### config.mk
export PLATFORM = sky130hd
export DESIGN_NAME = codec_serializer_flat
export DESIGN_NICKNAME = d
export VERILOG_FILES = /design/src/rtl/codec_serializer_if.sv /design/src/rtl/codec_serializer.sv /design/src/flat_wrapper.sv
export SDC_FILE = /design/constraint.sdc
export NUM_CORES = 1
export LEC_CHECK = 0
export ABC_CLOCK_PERIOD_IN_PS = 2060
export BUFFER_PORTS_ARGS = -buffer_cell sky130_fd_sc_hd__buf_4
export CAP_MARGIN = 15
export CORE_MARGIN = 10
export CORE_UTILIZATION = 53
export CTS_CLUSTER_SIZE = 28
export DETAILED_ROUTE_END_ITERATION = 7
export PLACE_DENSITY = 0.8
export SYNTH_ARGS = -nofsm -noshare
export SYNTH_HDL_FRONTEND = slang
export SYNTH_SLANG_ARGS = --single-unit
### constraint.sdc
create_clock -name clk -period 2.06 [get_ports clk]
set_clock_uncertainty 0.1 [all_clocks]
set_input_delay 0.412 -clock clk [delete_from_list [all_inputs] [get_ports clk]]
set_output_delay 0.412 -clock clk [all_outputs]
set_load 0.05 [all_outputs]
### src/rtl/codec_serializer_if.sv
// Producer/DAC-side signal bundle of the left-justified sample serializer.
// The master drives samples and enable; the slave (the serializer) drives the serial frame and status pulses.
interface codec_serializer_if #(
    parameter int SAMPLE_WIDTH = 16
) ();
    logic                           enable;
    logic signed [SAMPLE_WIDTH-1:0] sample_in;
    logic                           in_ready;
    logic                           bclk;
    logic                           lrclk;
    logic                           sdata;
    logic                           sample_req;
    logic                           underrun;
    logic                           overrun;

    modport master (
        output enable, sample_in, in_ready,
        input  bclk, lrclk, sdata, sample_req, underrun, overrun
    );

    modport slave (
        input  enable, sample_in, in_ready,
        output bclk, lrclk, sdata, sample_req, underrun, overrun
    );
endinterface

### src/rtl/codec_serializer.sv
// Mono sample serializer: one-sample hold buffer feeding a left-justified bclk/lrclk/sdata frame,
// with every sample sent in both slots and consume/underrun/overrun status pulses.
module codec_serializer #(
    parameter int SAMPLE_WIDTH = 16,
    parameter int BCLK_DIV     = 4
) (
    input  logic              clk,
    input  logic              reset,
    codec_serializer_if.slave bus
);
    localparam int FRAME_W = 2 * SAMPLE_WIDTH;
    localparam int DIV_W   = (BCLK_DIV > 1) ? $clog2(BCLK_DIV) : 1;
    localparam int BIT_W   = $clog2(FRAME_W);
    localparam logic [DIV_W-1:0] DIV_LAST = DIV_W'(BCLK_DIV - 1);
    localparam logic [BIT_W-1:0] BIT_LAST = BIT_W'(FRAME_W - 1);

    typedef enum logic [0:0] {
        IDLE = 1'b0,
        RUN  = 1'b1
    } state_t;

    state_t                  state_r, state_nxt_s;
    logic [DIV_W-1:0]        div_cnt_r, div_cnt_nxt_s;
    logic [BIT_W-1:0]        bit_cnt_r, bit_cnt_nxt_s;
    logic                    bclk_r, bclk_nxt_s;
    logic [FRAME_W-1:0]      shreg_r, shreg_nxt_s;
    logic [SAMPLE_WIDTH-1:0] hold_r, hold_nxt_s;
    logic [SAMPLE_WIDTH-1:0] last_r, last_nxt_s;
    logic                    hold_valid_r, hold_valid_nxt_s;
    logic                    sample_req_r, sample_req_nxt_s;
    logic                    underrun_r, underrun_nxt_s;
    logic                    overrun_r, overrun_nxt_s;
    logic                    load_s;

    // Next-state logic: frame timing, frame loads and the hold buffer.
    always_comb begin
        state_nxt_s      = state_r;
        div_cnt_nxt_s    = div_cnt_r;
        bit_cnt_nxt_s    = bit_cnt_r;
        bclk_nxt_s       = bclk_r;
        shreg_nxt_s      = shreg_r;
        hold_nxt_s       = hold_r;
        last_nxt_s       = last_r;
        hold_valid_nxt_s = hold_valid_r;
        sample_req_nxt_s = 1'b0;
        underrun_nxt_s   = 1'b0;
        overrun_nxt_s    = 1'b0;
        load_s           = 1'b0;

        case (state_r)
            IDLE: begin
                div_cnt_nxt_s = '0;
                bit_cnt_nxt_s = '0;
                bclk_nxt_s    = 1'b0;
                shreg_nxt_s   = '0;
                if (bus.enable && hold_valid_r) begin
                    state_nxt_s = RUN;
                    load_s      = 1'b1;
                end else begin
                    state_nxt_s = IDLE;
                end
            end
            RUN: begin
                if (div_cnt_r == DIV_LAST) begin
                    div_cnt_nxt_s = '0;
                    bclk_nxt_s    = ~bclk_r;
                    // A wrap while bclk is high is the falling edge that advances the frame.
                    if (bclk_r) begin
                        if (bit_cnt_r == BIT_LAST) begin
                            bit_cnt_nxt_s = '0;
                            if (bus.enable) begin
                                load_s = 1'b1;
                            end else begin
                                state_nxt_s = IDLE;
                                shreg_nxt_s = '0;
                            end
                        end else begin
                            bit_cnt_nxt_s = bit_cnt_r + BIT_W'(1);
                            shreg_nxt_s   = shreg_r << 1;
                        end
                    end else begin
                        bit_cnt_nxt_s = bit_cnt_r;
                    end
                end else begin
                    div_cnt_nxt_s = div_cnt_r + DIV_W'(1);
                end
            end
            default: begin
                state_nxt_s   = IDLE;
                div_cnt_nxt_s = '0;
                bit_cnt_nxt_s = '0;
                bclk_nxt_s    = 1'b0;
                shreg_nxt_s   = '0;
            end
        endcase

        if (load_s) begin
            if (hold_valid_r) begin
                shreg_nxt_s      = {hold_r, hold_r};
                last_nxt_s       = hold_r;
                hold_valid_nxt_s = 1'b0;
                sample_req_nxt_s = 1'b1;
            end else begin
                shreg_nxt_s    = {last_r, last_r};
                underrun_nxt_s = 1'b1;
            end
        end else begin
            sample_req_nxt_s = 1'b0;
        end

        // A new sample always lands in hold; the load above has already taken the old one.
        if (bus.in_ready) begin
            hold_nxt_s       = bus.sample_in;
            hold_valid_nxt_s = 1'b1;
            overrun_nxt_s    = hold_valid_r & ~load_s;
        end else begin
            overrun_nxt_s = 1'b0;
        end
    end

    // State and output registers with synchronous active-low reset.
    always_ff @(posedge clk) begin
        if (!reset) begin
            state_r      <= IDLE;
            div_cnt_r    <= '0;
            bit_cnt_r    <= '0;
            bclk_r       <= 1'b0;
            shreg_r      <= '0;
            hold_r       <= '0;
            last_r       <= '0;
            hold_valid_r <= 1'b0;
            sample_req_r <= 1'b0;
            underrun_r   <= 1'b0;
            overrun_r    <= 1'b0;
        end else begin
            state_r      <= state_nxt_s;
            div_cnt_r    <= div_cnt_nxt_s;
            bit_cnt_r    <= bit_cnt_nxt_s;
            bclk_r       <= bclk_nxt_s;
            shreg_r      <= shreg_nxt_s;
            hold_r       <= hold_nxt_s;
            last_r       <= last_nxt_s;
            hold_valid_r <= hold_valid_nxt_s;
            sample_req_r <= sample_req_nxt_s;
            underrun_r   <= underrun_nxt_s;
            overrun_r    <= overrun_nxt_s;
        end
    end

    assign bus.bclk       = bclk_r;
    assign bus.lrclk      = bit_cnt_r[BIT_W-1];
    assign bus.sdata      = shreg_r[FRAME_W-1];
    assign bus.sample_req = sample_req_r;
    assign bus.underrun   = underrun_r;
    assign bus.overrun    = overrun_r;
endmodule

### src/flat_wrapper.sv
// flat-port wrapper written by rule: the top's interface ports become plain ports
module codec_serializer_flat 
#(
    parameter int SAMPLE_WIDTH = 16,
    parameter int BCLK_DIV     = 4
)
  (clk, reset, bus_enable, bus_sample_in, bus_in_ready, bus_bclk, bus_lrclk, bus_sdata, bus_sample_req, bus_underrun, bus_overrun);
  codec_serializer_if #(.SAMPLE_WIDTH(SAMPLE_WIDTH)) bus_i ();
  input  logic clk;
  input  logic reset;
  input wire logic [$bits(bus_i.enable)-1:0] bus_enable;
  input wire logic [$bits(bus_i.sample_in)-1:0] bus_sample_in;
  input wire logic [$bits(bus_i.in_ready)-1:0] bus_in_ready;
  output wire logic [$bits(bus_i.bclk)-1:0] bus_bclk;
  output wire logic [$bits(bus_i.lrclk)-1:0] bus_lrclk;
  output wire logic [$bits(bus_i.sdata)-1:0] bus_sdata;
  output wire logic [$bits(bus_i.sample_req)-1:0] bus_sample_req;
  output wire logic [$bits(bus_i.underrun)-1:0] bus_underrun;
  output wire logic [$bits(bus_i.overrun)-1:0] bus_overrun;
  assign bus_i.enable = bus_enable;
  assign bus_i.sample_in = bus_sample_in;
  assign bus_i.in_ready = bus_in_ready;
  assign bus_bclk = bus_i.bclk;
  assign bus_lrclk = bus_i.lrclk;
  assign bus_sdata = bus_i.sdata;
  assign bus_sample_req = bus_i.sample_req;
  assign bus_underrun = bus_i.underrun;
  assign bus_overrun = bus_i.overrun;
  codec_serializer #(.SAMPLE_WIDTH(SAMPLE_WIDTH), .BCLK_DIV(BCLK_DIV)) u_core (.clk(clk), .reset(reset), .bus(bus_i));
endmodule
==> impl_metrics.env <==
export IMPL_rsz0062_at_grt="false"
export IMPL_critical_path_class="flip-flop to flip-flop"
export IMPL_fmax_mhz=511
export IMPL_ys_types=42
export IMPL_syn_inst=338
export IMPL_synth_top_area_share_pct=48.0
export IMPL_path_cells="ha_1 > and3_1 > nand3_1 > a31oi_1"
export IMPL_cp_required_ns=2.22
export IMPL_crit_slowest_cell="and3_1"
export IMPL_clk_pin_slew_ns=0.08
export IMPL_crit_path_start_kind="flip-flop"
export IMPL_slew_viol_final=0
export IMPL_fin_area_sq_um=3670
export IMPL_critPathCaptureType="flip-flop"
export IMPL_nNetsFinal=379
export IMPL_syn_to_final_growth_pct=14.4
export IMPL_clock_latency_ns=0.34
export IMPL_hold_ws_ns=0.198
export IMPL_initial_core_util_pct=54.5
export IMPL_rr_startpoint="u_core.div_cnt_r[0]"
export IMPL_clock_root_buffer="clkbuf_8"
export IMPL_row_count=28
export IMPL_dp_hpwl_um=5000
export IMPL_gr_total_overflow=0
export IMPL_first_pass_iters=5
export IMPL_die_x_um=97.8
export IMPL_grt_usage_pct=14.8
export IMPL_netlist_area_sq_um=3210
export IMPL_final_cell_mix="dfxtp_1, nand2_1, buf_4"
export IMPL_first_global_vias=2551
export IMPL_place_congestion=0.836
export IMPL_wl_per_cell_um=16.6
export IMPL_worstHoldPathType="input port to flip-flop"
export IMPL_dpl_cell_area_sq_um=3450
export IMPL_cts_tree="built"
export IMPL_worst_slew_pin_slew_ns=0.583
export IMPL_arrival_ns=2.11
export IMPL_die_y_um=97.8
export IMPL_cts_path_max_buffers=2
export IMPL_leakagePower_nw=1.33
export IMPL_cp_max_fo=14
export IMPL_synth_warnings=0
export IMPL_antenna_cells=0
export IMPL_vdd_ir_drop_max_mv=0.548
export IMPL_cap_viol_max_count=0
export IMPL_postSynthAreaPerCell_sq_um=9.49
export IMPL_detail_route_antenna_nets=0
export IMPL_layout_setup_ws_ns=0.102
export IMPL_grt_max_degree=34
export IMPL_regToRegEndpoint="u_core.shreg_r[4]"
export IMPL_setup_viol=0
export IMPL_placement_setup_worst_slack_ns=-0.114
export IMPL_die_area_sq_um=9560
export IMPL_antenna_found_initial=0
export IMPL_ys_seq_area_share_pct=48.0
export IMPL_layout_drive_gt1_share_pct=17.5
export IMPL_synth_seq_cells=77
export IMPL_drt_initial_drc_count=290
export IMPL_ff2ff_path_depth=4
export IMPL_h_tree_depth=3
export IMPL_cts_buffers=9
export IMPL_yosysTopAreaCell="dfxtp_1"
export IMPL_drt_total_wl_um=7230
export IMPL_via_count=2695
export IMPL_final_common_cell="dfxtp_1"
export IMPL_period_share_pct=95.1
export IMPL_pin_count=26
export IMPL_synth_edf_count=0
export IMPL_hold_viol_final=0
export IMPL_setup_tns_ns=0
export IMPL_clock_sinks=77
export IMPL_grt_pass1_wl_um=12100
export IMPL_port_buffers=25
export IMPL_core_sq_um=5890
export IMPL_slowest_delay_ns=0.59
export IMPL_min_to="u_core.hold_r[9]"
export IMPL_outcome="finished clean"
export IMPL_power_density_nw_per_um2=797
export IMPL_regToRegSetupSlack_ns=0.10
export IMPL_viasPerCell=6.18
export IMPL_min_period_ns=1.96
export IMPL_cts_hold_buffers=0
export IMPL_synth_top_cells_by_area="dfxtp_1, mux2i_1, a22oi_1"
export IMPL_min_path_cells=3
export IMPL_drc_errors=0
export IMPL_synth_fp_nets=361
export IMPL_hp_start="bus_sample_in[9]"
export IMPL_async_flop_share_pct=0
export IMPL_relSlewSlack_pct=61.1
export IMPL_dominantRegCellSynth="dfxtp_1"
==> power by group <==
part	total [W]	switching, W	internal [W]	leakage, nW
Sequential	0.00155	0.0000264	0.00152	0.625
Clock	0.00118	0.000525	0.000658	0.106
Combinational	0.000192	0.000111	0.0000808	0.598
Total	0.00292	0.000663	0.00226	1.33
==> worst max-delay path by stage <==
stage	startpoint	to	slack, ns	cells past startpoint
after CTS	u_core.bit_cnt_r[0]	u_core.shreg_r[21]	0.04	7
after detailed placement	u_core.bit_cnt_r[0]	u_core.shreg_r[4]	-0.11	7
final	u_core.div_cnt_r[0]	u_core.shreg_r[4]	0.10	4
after floorplan	u_core.bit_cnt_r[4]	u_core.shreg_r[15]	0.04	5
after global routing	u_core.div_cnt_r[0]	u_core.shreg_r[20]	0.00003	4
after global placement	u_core.bit_cnt_r[0]	u_core.shreg_r[17]	0.02	7
==> layer usage <==
metal | track usage (%) | vias up | share of wire [%] | wire (um)
met5 | 0 | - | 0 | 0
met4 | 6.94 | 0 | 2.1 | 155
met3 | 2.82 | 18 | 3.9 | 279
met2 | 23.4 | 76 | 48 | 3450
met1 | 19.0 | 1305 | 46 | 3350
li1 | - | 1296 | - | -
==> area by class of cell <==
| class | count | area [sq um] |
|---|---|---|
| clock buffer | 13 | 169 |
| clock inverter | 3 | 42.5 |
| fill | 474 | 2210 |
| inverter | 5 | 18.8 |
| multi-input combinational | 223 | 1480 |
| sequential | 77 | 1540 |
| tap | 75 | 93.8 |
| timing repair buffer | 40 | 325 |
==> flip-flops by register name, summed over array words and instances, names as in the netlist <==
signal,cells
u_core.last_r,16
u_core.bit_cnt_r,5
u_core.bus.overrun,1
u_core.bus.underrun,1
u_core.shreg_r,32
u_core.div_cnt_r,2
u_core.hold_r,16
u_core.state_r,1
u_core.hold_valid_r,1
u_core.bus.bclk,1
u_core.bus.sample_req,1
==> logic make-up (layout without fill, tap and decap cells) <==
logic type      count (synthesis)  after routing  share of synthesized area [%]
mux                            32             32                           9.98
fa+ha+maj                       3              3                           1.17
simple gates                   95             95                           13.5
flops                          77             77                           48.0
xor+xnor                        1              1                          0.273
compound gates                 92             92                           20.9
buf+inv                        38             61                           6.08
==> worst max-delay path, delay by kind of cell, from the launching register on <==
| kind | cells | cell delay, ns |
|---|---|---|
| AOI/OAI and AO/OA | 1 | 0.23 |
| adders and majority gates | 1 | 0.38 |
| DFF | 1 | 0.34 |
| and+or+nand+nor | 2 | 0.82 |
==> timing repair <==
action | 4_1_cts | 5_1_grt
setup endpoints to repair | 29 | 29
pin swaps | 0 | 0
buffers inserted | 0 | 0
gates resized for setup | 1 | 4
==> synth_stat cells (2+ instances only) <==
| cell | count |
|---|---|
| dfxtp_1 | 77 |
| clkbuf_1 | 10 |
| ha_1 | 3 |
| nand3_1 | 17 |
| buf_6 | 3 |
| nor2_1 | 21 |
| buf_1 | 2 |
| and3_1 | 5 |
| inv_1 | 5 |
| buf_4 | 3 |
| a31oi_1 | 30 |
| nand4_1 | 2 |
| buf_2 | 14 |
| o2111ai_1 | 14 |
| o21ai_0 | 3 |
| a22oi_1 | 29 |
| a21oi_1 | 5 |
| nand2_1 | 40 |
| mux2i_1 | 32 |
==> stage by stage <==
stage | total power, W | utilization, % | std cells
CTS | 0.00293 | 62.2 | 436
global route | 0.00302 | 62.4 | 436
global placement | 0.00177 | 58.6 | 420
finish | 0.00292 | 62.4 | 436
floorplan | 0.00171 | - | 338
detailed placement | 0.00177 | 58.6 | 420
(Power assumes the default switching activity.)
